--- src/rtl/add_scheduler.sv ---
`timescale 1ns/1ps
`default_nettype none
// +------------------------------------------------------------------------+
// | add_scheduler: two-requester round-robin front end that ripples a      |
// | W-bit add through one 8-bit adder, LSB byte first, one byte per cycle. |
// | Optional: ADD_SCHEDULER_OVF_EN adds the rsp_ovf signed-overflow flag.  |
// | Revision: 1.0                                                          |
// +------------------------------------------------------------------------+

module eight_bit_parallel_adder (
  input  logic [7:0] a,
  input  logic [7:0] b,
  input  logic       cin,
  output logic [7:0] sum,
  output logic       cout
);
  assign {cout, sum} = 9'(a) + 9'(b) + 9'(cin);
endmodule

module add_scheduler #(
  parameter int NBYTES = 4
) (
  input  logic                  clk,
  input  logic                  rst_n,
  input  logic                  req0_valid,
  output logic                  req0_ready,
  input  logic [8*NBYTES-1:0]   req0_a,
  input  logic [8*NBYTES-1:0]   req0_b,
  input  logic                  req0_cin,
  input  logic                  req1_valid,
  output logic                  req1_ready,
  input  logic [8*NBYTES-1:0]   req1_a,
  input  logic [8*NBYTES-1:0]   req1_b,
  input  logic                  req1_cin,
  output logic                  rsp_valid,
  input  logic                  rsp_ready,
  output logic [8*NBYTES-1:0]   rsp_sum,
  output logic                  rsp_cout,
  output logic                  rsp_id
`ifdef ADD_SCHEDULER_OVF_EN
  ,
  output logic                  rsp_ovf
`endif
);

  typedef enum logic [1:0] {
    IDLE = 2'd0,
    ADD  = 2'd1,
    DONE = 2'd2
  } state_t;

  localparam logic [2:0] c_last_idx = 3'(NBYTES - 1);

  state_t                  r_state;
  state_t                  w_state_nx;
  logic [NBYTES-1:0][7:0]  r_a;
  logic [NBYTES-1:0][7:0]  r_b;
  logic [NBYTES-1:0][7:0]  r_sum;
  logic                    r_carry;
  logic [2:0]              r_idx;
  logic                    r_last_grant;

  logic                    w_grant0;
  logic                    w_grant1;
  logic                    w_accept;
  logic                    w_last_byte;
  logic [7:0]              w_a_byte;
  logic [7:0]              w_b_byte;
  logic [7:0]              w_sum_byte;
  logic                    w_cout;

  // Tie goes to whoever did not win last; reset value 1 lets req0 win first.
  assign w_grant0    = req0_valid && (!req1_valid || r_last_grant);
  assign w_grant1    = req1_valid && !w_grant0;
  assign w_last_byte = (r_idx == c_last_idx);
  assign rsp_sum     = r_sum;

  always_comb begin
    w_a_byte = '0;
    w_b_byte = '0;
    for (int i = 0; i < NBYTES; i++) begin
      if (r_idx == 3'(i)) begin
        w_a_byte = r_a[i];
        w_b_byte = r_b[i];
      end
    end
  end

  eight_bit_parallel_adder u_adder (
    .a    (w_a_byte),
    .b    (w_b_byte),
    .cin  (r_carry),
    .sum  (w_sum_byte),
    .cout (w_cout)
  );

  always_ff @(posedge clk or negedge rst_n) begin
    if (!rst_n) begin
      r_state <= IDLE;
    end else begin
      r_state <= w_state_nx;
    end
  end

  always_comb begin
    w_state_nx = r_state;
    req0_ready = 1'b0;
    req1_ready = 1'b0;
    w_accept   = 1'b0;
    case (r_state)
      IDLE: begin
        req0_ready = w_grant0;
        req1_ready = w_grant1;
        w_accept   = w_grant0 || w_grant1;
        if (w_accept) w_state_nx = ADD;
      end
      ADD: begin
        if (w_last_byte) w_state_nx = DONE;
      end
      DONE: begin
        if (rsp_ready) w_state_nx = IDLE;
      end
      default: w_state_nx = IDLE;
    endcase
  end

  always_ff @(posedge clk or negedge rst_n) begin
    if (!rst_n) begin
      r_a          <= '0;
      r_b          <= '0;
      r_sum        <= '0;
      r_carry      <= 1'b0;
      r_idx        <= 3'd0;
      r_last_grant <= 1'b1;
      rsp_valid    <= 1'b0;
      rsp_cout     <= 1'b0;
      rsp_id       <= 1'b0;
    end else begin
      case (r_state)
        IDLE: begin
          if (w_accept) begin
            r_a          <= w_grant1 ? req1_a : req0_a;
            r_b          <= w_grant1 ? req1_b : req0_b;
            r_carry      <= w_grant1 ? req1_cin : req0_cin;
            r_idx        <= 3'd0;
            rsp_id       <= w_grant1;
            r_last_grant <= w_grant1;
          end
        end
        ADD: begin
          for (int i = 0; i < NBYTES; i++) begin
            if (r_idx == 3'(i)) r_sum[i] <= w_sum_byte;
          end
          r_carry <= w_cout;
          r_idx   <= r_idx + 3'd1;
          if (w_last_byte) begin
            rsp_cout  <= w_cout;
            rsp_valid <= 1'b1;
          end
        end
        DONE: begin
          if (rsp_ready) rsp_valid <= 1'b0;
        end
        default: ;
      endcase
    end
  end

`ifdef ADD_SCHEDULER_OVF_EN
  // Evaluated on the MSB byte so it lands together with the final sum.
  always_ff @(posedge clk or negedge rst_n) begin
    if (!rst_n) begin
      rsp_ovf <= 1'b0;
    end else if (r_state == ADD && w_last_byte) begin
      rsp_ovf <= (r_a[NBYTES-1][7] == r_b[NBYTES-1][7]) &&
                 (w_sum_byte[7] != r_a[NBYTES-1][7]);
    end
  end
`endif

endmodule

`default_nettype wire
--- config.mk ---
export PLATFORM = sky130hd
export DESIGN_NAME = add_scheduler
export DESIGN_NICKNAME = d
export VERILOG_FILES = /design/src/rtl/add_scheduler.sv
export SDC_FILE = /design/constraint.sdc
export NUM_CORES = 1
export LEC_CHECK = 0
export ABC_AREA = 1
export BUFFER_PORTS_ARGS = -buffer_cell sky130_fd_sc_hd__buf_4
export CAP_MARGIN = 20
export CORE_ASPECT_RATIO = 0.5
export CORE_MARGIN = 5
export CORE_UTILIZATION = 53
export DETAILED_ROUTE_END_ITERATION = 8
export PLACE_DENSITY_LB_ADDON = 0.3
export SLEW_MARGIN = 20
export SYNTH_ARGS = -nofsm -noshare
export SYNTH_HDL_FRONTEND = slang
export SYNTH_SLANG_ARGS = --single-unit
--- constraint.sdc ---
create_clock -name clk -period 4.4 [get_ports clk]
set_input_delay 0.44 -clock clk [delete_from_list [all_inputs] [get_ports clk]]
set_output_delay 0.44 -clock clk [all_outputs]
set_load 0.02 [all_outputs]
# [Word-level counts from Yosys, hierarchy flattened]
# Index checks and enable logic that the tools add are counted.
[totals] in_bits=135 register_bits=106 word_cells=74 output_inout_bits=37
[classes] reduce_logical=18 mux=25 add_sub_neg=3 n_eq_ne=9
[op_table] cell="two-way mux 32 bit" n=2
[op_table] cell="two-way mux 8 bit" n=8
[op_table] cell="AND reduction 2 bit" n=6
[op_table] cell="adder 8 x 8 -> 9 bit" n=1
[op_table] cell="adder 9 x 1 -> 9 bit" n=1
[op_table] cell="!= test 2 bit, second input constant" n=4
[op_table] cell="two-way mux 1 bit" n=7
[op_table] cell="equality test 3 x 2 -> 1 bit, second input constant" n=2
[op_table] cell="two-way mux 2 bit" n=3
[op_table] cell="one-hot mux 2 bit (3 select lines)" n=1
[op_table] cell="one-hot mux 3 bit (2 select lines)" n=1
[op_table] cell="AND reduction 3 bit" n=2
[op_table] cell="one-hot mux 1 bit (2 select lines)" n=2
[op_table] cell="nonzero test 2 bit" n=2
[op_table] cell="adder 3 x 1 -> 3 bit, second input constant" n=1
[op_table] cell="equality test 3 x 1 -> 1 bit, second input constant" n=1
[op_table] cell="logical NOT 3 bit" n=1
[op_table] cell="two-way mux 3 bit" n=1
[op_table] cell="equality test 2 x 1 -> 1 bit, second input constant" n=1
[op_table] cell="equality test 2 bit, second input constant" n=1
[op_table] cell="logical AND 1 bit" n=2
[op_table] cell="logical NOT 1 bit" n=2
[op_table] cell="logical NOT 2 bit" n=1
[op_table] cell="logical OR 1 bit" n=2

# [Logic depth before layout (Yosys ltp)]
# Gate-level depths: netlist of run 1.
[depth] word_depth=9 ltp_mapped=19 depth_no_buf=19

# [By module]
# Synthesis of run 1 repeated with hierarchy kept, for this count alone.
[unflattened] hier_cells=835 hier_area_um2=6049.6
[modules_own_cells] module="add_scheduler" area_per_inst_um2=5703.0 seq_area_each_um2=2653.8 instances=1 cells_each=776
[modules_own_cells] module="eight_bit_parallel_adder" area_per_inst_um2=346.6 seq_area_each_um2=0.0 instances=1 cells_each=59

# [Worst setup path after synthesis of run 1]
# Ideal clock, no wire load.
[synth_path] kind="flip-flop to flip-flop" startpoint="register r_idx[0]" endpoint="register r_sum (netlist bit rsp_sum[12])" setup_ns=0.065 path_stages_with_launch=15 period_less_slack_ns=3.089 n_path_buf=2 path_slack_ns=1.311 t_arrival_ns=3.024 t_required_ns=4.335 cell_sequence="dfrtp_1 -> ha_1 -> ha_1 -> inv_1 -> clkbuf_1 -> buf_2 -> o22ai_1 -> fa_1 -> fa_1 -> inv_1 -> nand2_1 -> a21oi_1 -> xor2_1 -> nand2_1 -> nand2_1"
[synth_via] elab_chain_cells=7 elab_cells_between_ends=15 cone_classes="add/sub: 2; eq/ne: 3; mux: 8; reduce/logical: 2"
[synth_rtl] element="start: declaration" line_no="60" text="logic [2:0] r_idx;"
[synth_rtl] element="start signal: assignment" line_no="155" text="r_idx <= r_idx + 3'd1;"
[synth_rtl] element="logical NOT 3 bit" line_no="82" text="if (r_idx == 3'(i)) begin"
[synth_rtl] element="two-way mux 8 bit (4 in a row)" line_no="82"
[synth_rtl] element="adder 8 x 8 -> 9 bit" line_no="17" text="assign {cout, sum} = 9'(a) + 9'(b) + 9'(cin);"
[synth_rtl] element="adder 9 x 1 -> 9 bit" line_no="17"
[synth_rtl] element="end signal: indexed assignment" line_no="152" text="if (r_idx == 3'(i)) r_sum[i] <= w_sum_byte;"
[synth_rtl] element="end: declaration" line_no="58" text="logic [NBYTES-1:0][7:0] r_sum;"
# Several ways; a longest one is shown, not always the timed one.
# A chain may end at the register's enable or synchronous reset.

# [Final worst setup path of run 1]
[layout_path] startpoint="register r_idx[1]" endpoint="register r_sum (netlist bit rsp_sum[20])"
# The elaborated chain is that of the path after synthesis.

==> impl_metrics.json, run 1 <==
{
  "clockRootBuffer": "clkbuf_16",
  "synth_cell_types": 31,
  "yosys_warnings": 0,
  "sw_frac_of_total_pct": 47.1,
  "syn2layout_area_growth_pct": 27.1,
  "ant_nets": 0,
  "grt_start_max_net_pins": 69,
  "reg2reg_to": "rsp_sum[20]",
  "dp_hpwl_um": 11800,
  "seqPwrFrac_pct": 30.2,
  "dieArea_um2": 13600,
  "drive_gt1_share_pct": 22.2,
  "hold_violations": 0,
  "clockBufferDepth": 2,
  "chipWidth_um": 160,
  "fin_crit_ns": 3.41,
  "via_count": 5630,
  "grt_remaining_overflow": 0,
  "start_util_pct": 54.1,
  "cts_tree": "yes",
  "p_int_w": 0.00292,
  "fmax_mhz": 293,
  "cap_violations": 0,
  "fin_util_pct": 68.8,
  "holdCritPathClass": "input port to async pin",
  "cp-start-kind": "flop",
  "nets": 1113,
  "synth_nets": 963,
  "htree_levels": 3,
  "rrSetupSlack_ns": 0.99,
  "cp.arrival_ns": 3.70,
  "cts_inserted_buffers": 9,
  "clk_latency_ns": 0.35,
  "layout_common_cells": "nand2_1, buf_4, inv_1",
  "end_kind": "flop",
  "clk_pin_slew_worst_paths_ns": 0.07,
  "place.gp.congestion": 0.907,
  "grt_setup_unrepaired": "no",
  "tns_ns": 0,
  "p_leak_nw": 4.12,
  "insertedDiodeCount": 0,
  "antenna_found_initial": 0,
  "dieHeight_um": 84.9,
  "drtIter0Drc": 452,
  "netlist_area_um2": 5940,
  "fin_skew_ns": 0.00618,
  "cts.sinks": 106,
  "rows": 27,
  "final_common_cell": "nand2_1",
  "status": "completed",
  "cp-startpoint": "r_idx[1]",
  "highest_layer": "met4",
  "numPortBuffers": 171,
  "maxSlewViolCount": 0,
  "grt_pass1_vias": 5248,
  "cts_setup_buffers": 0,
  "cp-endpoint": "rsp_sum[20]",
  "slew_headroom_pct": 41.9,
  "met1_length_um": 7010,
  "post_cts_resized": 0,
  "grt_usage_pct": 23.0,
  "wl_um": 15400,
  "viasPerCell": 5.05,
  "drtPass1Iterations": 6,
  "pwr-share-clk_pct": 14.9,
  "power_frac_comb_pct": 54.9,
  "ys_seq_area_share_pct": 44.7,
  "worstRegToRegCells": 17,
  "wl_met3_um": 1040,
  "max_slew.worst_pin.slew_ns": 0.870,
  "peakVddDrop_v": 0.000303,
  "grt_pass1_wl_um": 25500,
  "holdBufCountCts": 0,
  "synth-seq-cells": 106,
  "p_total_w": 0.00552,
  "wl_per_cell_um": 13.8,
  "fill_cells": 909,
  "syn_inst": 814,
  "dr_wl_met2_um": 7130,
  "drc": 0,
  "period_share_pct": 77.5,
  "critPathKind": "flop to flop",
  "reg2reg_from": "r_idx[1]",
  "syn_avg_cell_area_um2": 7.30,
  "crit_required_ns": 4.69,
  "coreArea_um2": 11000,
  "cp_max_fo": 12,
  "power_switching_w": 0.00260,
  "ios": 172,
  "p_per_area_nw_per_um2": 731,
  "setup_violations": 0
}
[sequential cells by signal, indices dropped and copies added, names as in the netlist]
| name | cells |
|---|---|
| r_a | 32 |
| r_b | 32 |
| r_carry | 1 |
| r_idx | 3 |
| r_last_grant | 1 |
| r_state | 2 |
| rsp_cout | 1 |
| rsp_id | 1 |
| rsp_sum | 32 |
| rsp_valid | 1 |
[stage by stage]
step / hold WS (ns) / area [µm²] / setup WS [ns] / std cells
after global placement: 0.468 / 7250 / 1.24 / 1098
final: 0.173 / 7550 / 0.991 / 1114
after global routing: 0.279 / 7550 / 0.654 / 1114
after detailed placement: 0.468 / 7250 / 1.07 / 1098
after floorplan: 0.144 / 5940 / 1.31 / 814
after CTS: 0.235 / 7550 / 1.05 / 1114
[critical path, cell delays in order, from the launching register on]
cell and delay, ns:
dfrtp_1 0.41, inv_1 0.11, ha_1 0.47, inv_2 0.16
nor2_4 0.17, nand2_1 0.07, nand3_1 0.09, nand2_1 0.07
nand2_1 0.06, o21ai_0 0.10, fa_1 0.44, fa_1 0.43
inv_1 0.07, nand2_1 0.07, a21oi_1 0.21, xor2_1 0.29
nand2_1 0.08, nand2_1 0.06
[cells in the mapped netlist (all sizes together)]
cell type	n	area, µm²
a22oi	1	12.5
inv	142	536
nand3	26	130
clkbuf	13	50.0
xor2	2	17.5
buf	25	174
o21ai	134	674
o22ai	9	56.3
fa	2	40.0
ha	12	150
o21a	1	7.51
dfrtp	105	2630
o211ai	12	90.1
nand3b	1	7.51
a21oi	24	124
xnor2	1	8.76
nor3	12	60.1
nor2	41	208
nand2	250	943
dfstp	1	26.3
[cell families (layout without fill, tap and decap cells)]
logic type	count (synthesis)	after routing	synth area share, %
AO/OA/AOI/OAI	181	181	16.2
AND/OR/NAND/NOR	330	330	22.7
flip-flops	106	106	44.7
adder cells (fa/ha/maj)	14	14	3.20
XOR/XNOR	3	3	0.442
buffers and inverters	180	335	12.8
[power by group through the flow]
stage / sequential (W) / clock [W] / combinational, W
detailed placement: 0.00168 / 0 / 0.00298
CTS: 0.00166 / 0.000833 / 0.00301
finish: 0.00167 / 0.000824 / 0.00303
global placement: 0.00167 / 0 / 0.00286
global route: 0.00171 / 0.000878 / 0.00339
floorplan: 0.00178 / 0 / 0.00193
[worst min-delay path by stage]
stage,start,end,cells after the start,slack (ns)
after floorplan,rst_n,r_a[0],0,0.14
after global placement,rsp_id,rsp_id,2,0.47
after detailed placement,rsp_sum[10],rsp_sum[10],2,0.47
after CTS,rst_n,r_b[15],1,0.24
after global routing,rst_n,r_a[26],1,0.28
final,rst_n,r_a[26],1,0.17
[layer usage]
metal | track usage (%) | vias up
li1 | - | 2842
met1 | 32.5 | 2565
met2 | 36.2 | 197
met3 | 6.11 | 26
met4 | 4.57 | 0
met5 | 0 | -
[final cells by class]
type	count	area [µm²]	share of cell area [%]
Tap cell	145	181	2.40
Sequential cell	106	2650	35.1
Multi-Input combinational cell	528	2540	33.6
Timing Repair Buffer	177	1340	17.8
Inverter	142	536	7.09
Clock inverter	6	65.1	0.861
Clock buffer	10	239	3.16
(Power assumes the default switching activity.)
==> inputs of run 2 (changes only) <==
- clock period: 4.4 -> 3.5 ns (I/O delays scaled with it)
==> impl_metrics.json, run 2 (synthesized netlist as in run 1, its figures left out) <==
{
  "placed_area_um2": 7290,
  "drtIter0Drc": 393,
  "insertedDiodeCount": 0,
  "fin_skew_ns": 0.00807,
  "start_util_pct": 54.1,
  "p_per_area_nw_per_um2": 904,
  "drtPass1Iterations": 5,
  "ant_nets": 0,
  "post_cts_resized": 0,
  "grt_start_max_net_pins": 57,
  "antenna_found_initial": 0,
  "grt_pass1_vias": 5171,
  "p_leak_nw": 4.12,
  "worstRegToRegCells": 17,
  "rrSetupSlack_ns": 0.44,
  "reg2reg_from": "r_idx[0]",
  "cp-start-kind": "flop",
  "htree_levels": 3,
  "dp_hpwl_um": 11800,
  "slew_headroom_pct": 49.3,
  "cts.sinks": 106,
  "grt_pass1_wl_um": 24700,
  "maxSlewViolCount": 0,
  "clockRootBuffer": "clkbuf_16",
  "critPathKind": "flop to flop",
  "cp-startpoint": "r_idx[0]",
  "holdBufCountCts": 0,
  "place.gp.congestion": 0.883,
  "place_ws_ns": 0.517,
  "dieArea_um2": 13600,
  "peakVddDrop_v": 0.000422,
  "drc": 0,
  "via_count": 5628,
  "stdcell_area_um2": 7560,
  "reg2reg_to": "rsp_sum[4]",
  "nets": 1118,
  "cts_inserted_buffers": 9,
  "wl_per_cell_um": 13.5,
  "layout_common_cells": "nand2_1, buf_4, inv_1",
  "numPortBuffers": 171,
  "holdCritPathClass": "input port to async pin",
  "cp.arrival_ns": 3.36,
  "hold_violations": 0,
  "grt_usage_pct": 22.3,
  "coreArea_um2": 11000,
  "wl_um": 15100,
  "grt_setup_unrepaired": "no",
  "cap_violations": 0,
  "cts_tree": "yes",
  "chipWidth_um": 160,
  "grt_remaining_overflow": 0,
  "cp_max_fo": 4,
  "fill_cells": 949,
  "crit_required_ns": 3.79,
  "max_slew.worst_pin.slew_ns": 0.759,
  "final_common_cell": "nand2_1",
  "clockBufferDepth": 2,
  "clk_latency_ns": 0.35,
  "end_kind": "flop",
  "dieHeight_um": 84.9,
  "viasPerCell": 5.03,
  "period_share_pct": 87.6,
  "setup_violations": 0,
  "holdWs_ns": 0.0379,
  "tns_ns": 0,
  "cts_setup_buffers": 0,
  "multi_input_area_um2": 2540,
  "fin_ws_ns": 0.435,
  "clk_pin_slew_worst_paths_ns": 0.07,
  "rows": 27,
  "status": "completed",
  "fmax_mhz": 326,
  "syn2layout_area_growth_pct": 27.2,
  "drive_gt1_share_pct": 22.3,
  "regArea_um2": 2650,
  "fin_crit_ns": 3.06,
  "ios": 172
}
## run 2: layout make-up
class / count / share of cell area [%]
sequential: 106 / 35.1
multi-input combinational: 528 / 33.6
timing repair buffer: 182 / 18.2
inverter: 142 / 7.08
clock buffer: 12 / 3.26
tap: 145 / 2.40
clock inverter: 3 / 0.331
## run 2: worst max path at each step
| stage | slack (ns) | endpoint |
|---|---|---|
| 2_1_floorplan | 0.41 | rsp_sum[12] |
| 3_3_place_gp | 0.59 | rsp_sum[20] |
| 3_5_place_dp | 0.52 | rsp_sum[28] |
| 4_1_cts | 0.49 | rsp_sum[20] |
| 5_1_grt | 0.14 | rsp_sum[28] |
| 6_report | 0.44 | rsp_sum[4] |
## run 2: per-stage QoR
stage | power (W) | utilization [%] | instances
finish | 0.00683 | 68.8 | 1118
global route | 0.00739 | 68.8 | 1118
CTS | 0.00682 | 68.8 | 1118
detailed placement | 0.00586 | 66.4 | 1103
global placement | 0.00575 | 66.4 | 1103
floorplan | 0.00465 | - | 814
## run 2: worst max-delay path, cell delays in order, from the launching register on
cell and delay (ns):
dfrtp_1 0.41, inv_1 0.12, ha_1 0.18, inv_1 0.05
nor2_1 0.20, nand3_1 0.11, nand3_1 0.08, nand2_1 0.05
nand2_1 0.05, o21ai_0 0.11, fa_1 0.42, fa_1 0.41
inv_1 0.07, nand2_1 0.06, a21oi_1 0.20, xor2_1 0.32
nand2_1 0.09, nand2_1 0.06
## run 2: where the power goes
group          total, W  internal (W)  switching [W]  leakage [nW]
sequential      0.00210       0.00180       0.000297          1.33
clock          0.000936      0.000502       0.000434         0.129
combinational   0.00380       0.00131        0.00248          2.67
## run 2: layer usage
| layer | track usage (%) | wire length (µm) | up-vias |
|---|---|---|---|
| li1 | - | - | 2850 |
| met1 | 32.6 | 7010 | 2570 |
| met2 | 33.8 | 6830 | 188 |
| met3 | 5.24 | 1090 | 20 |
| met4 | 5.59 | 211 | 0 |
| met5 | 0 | 0 | - |
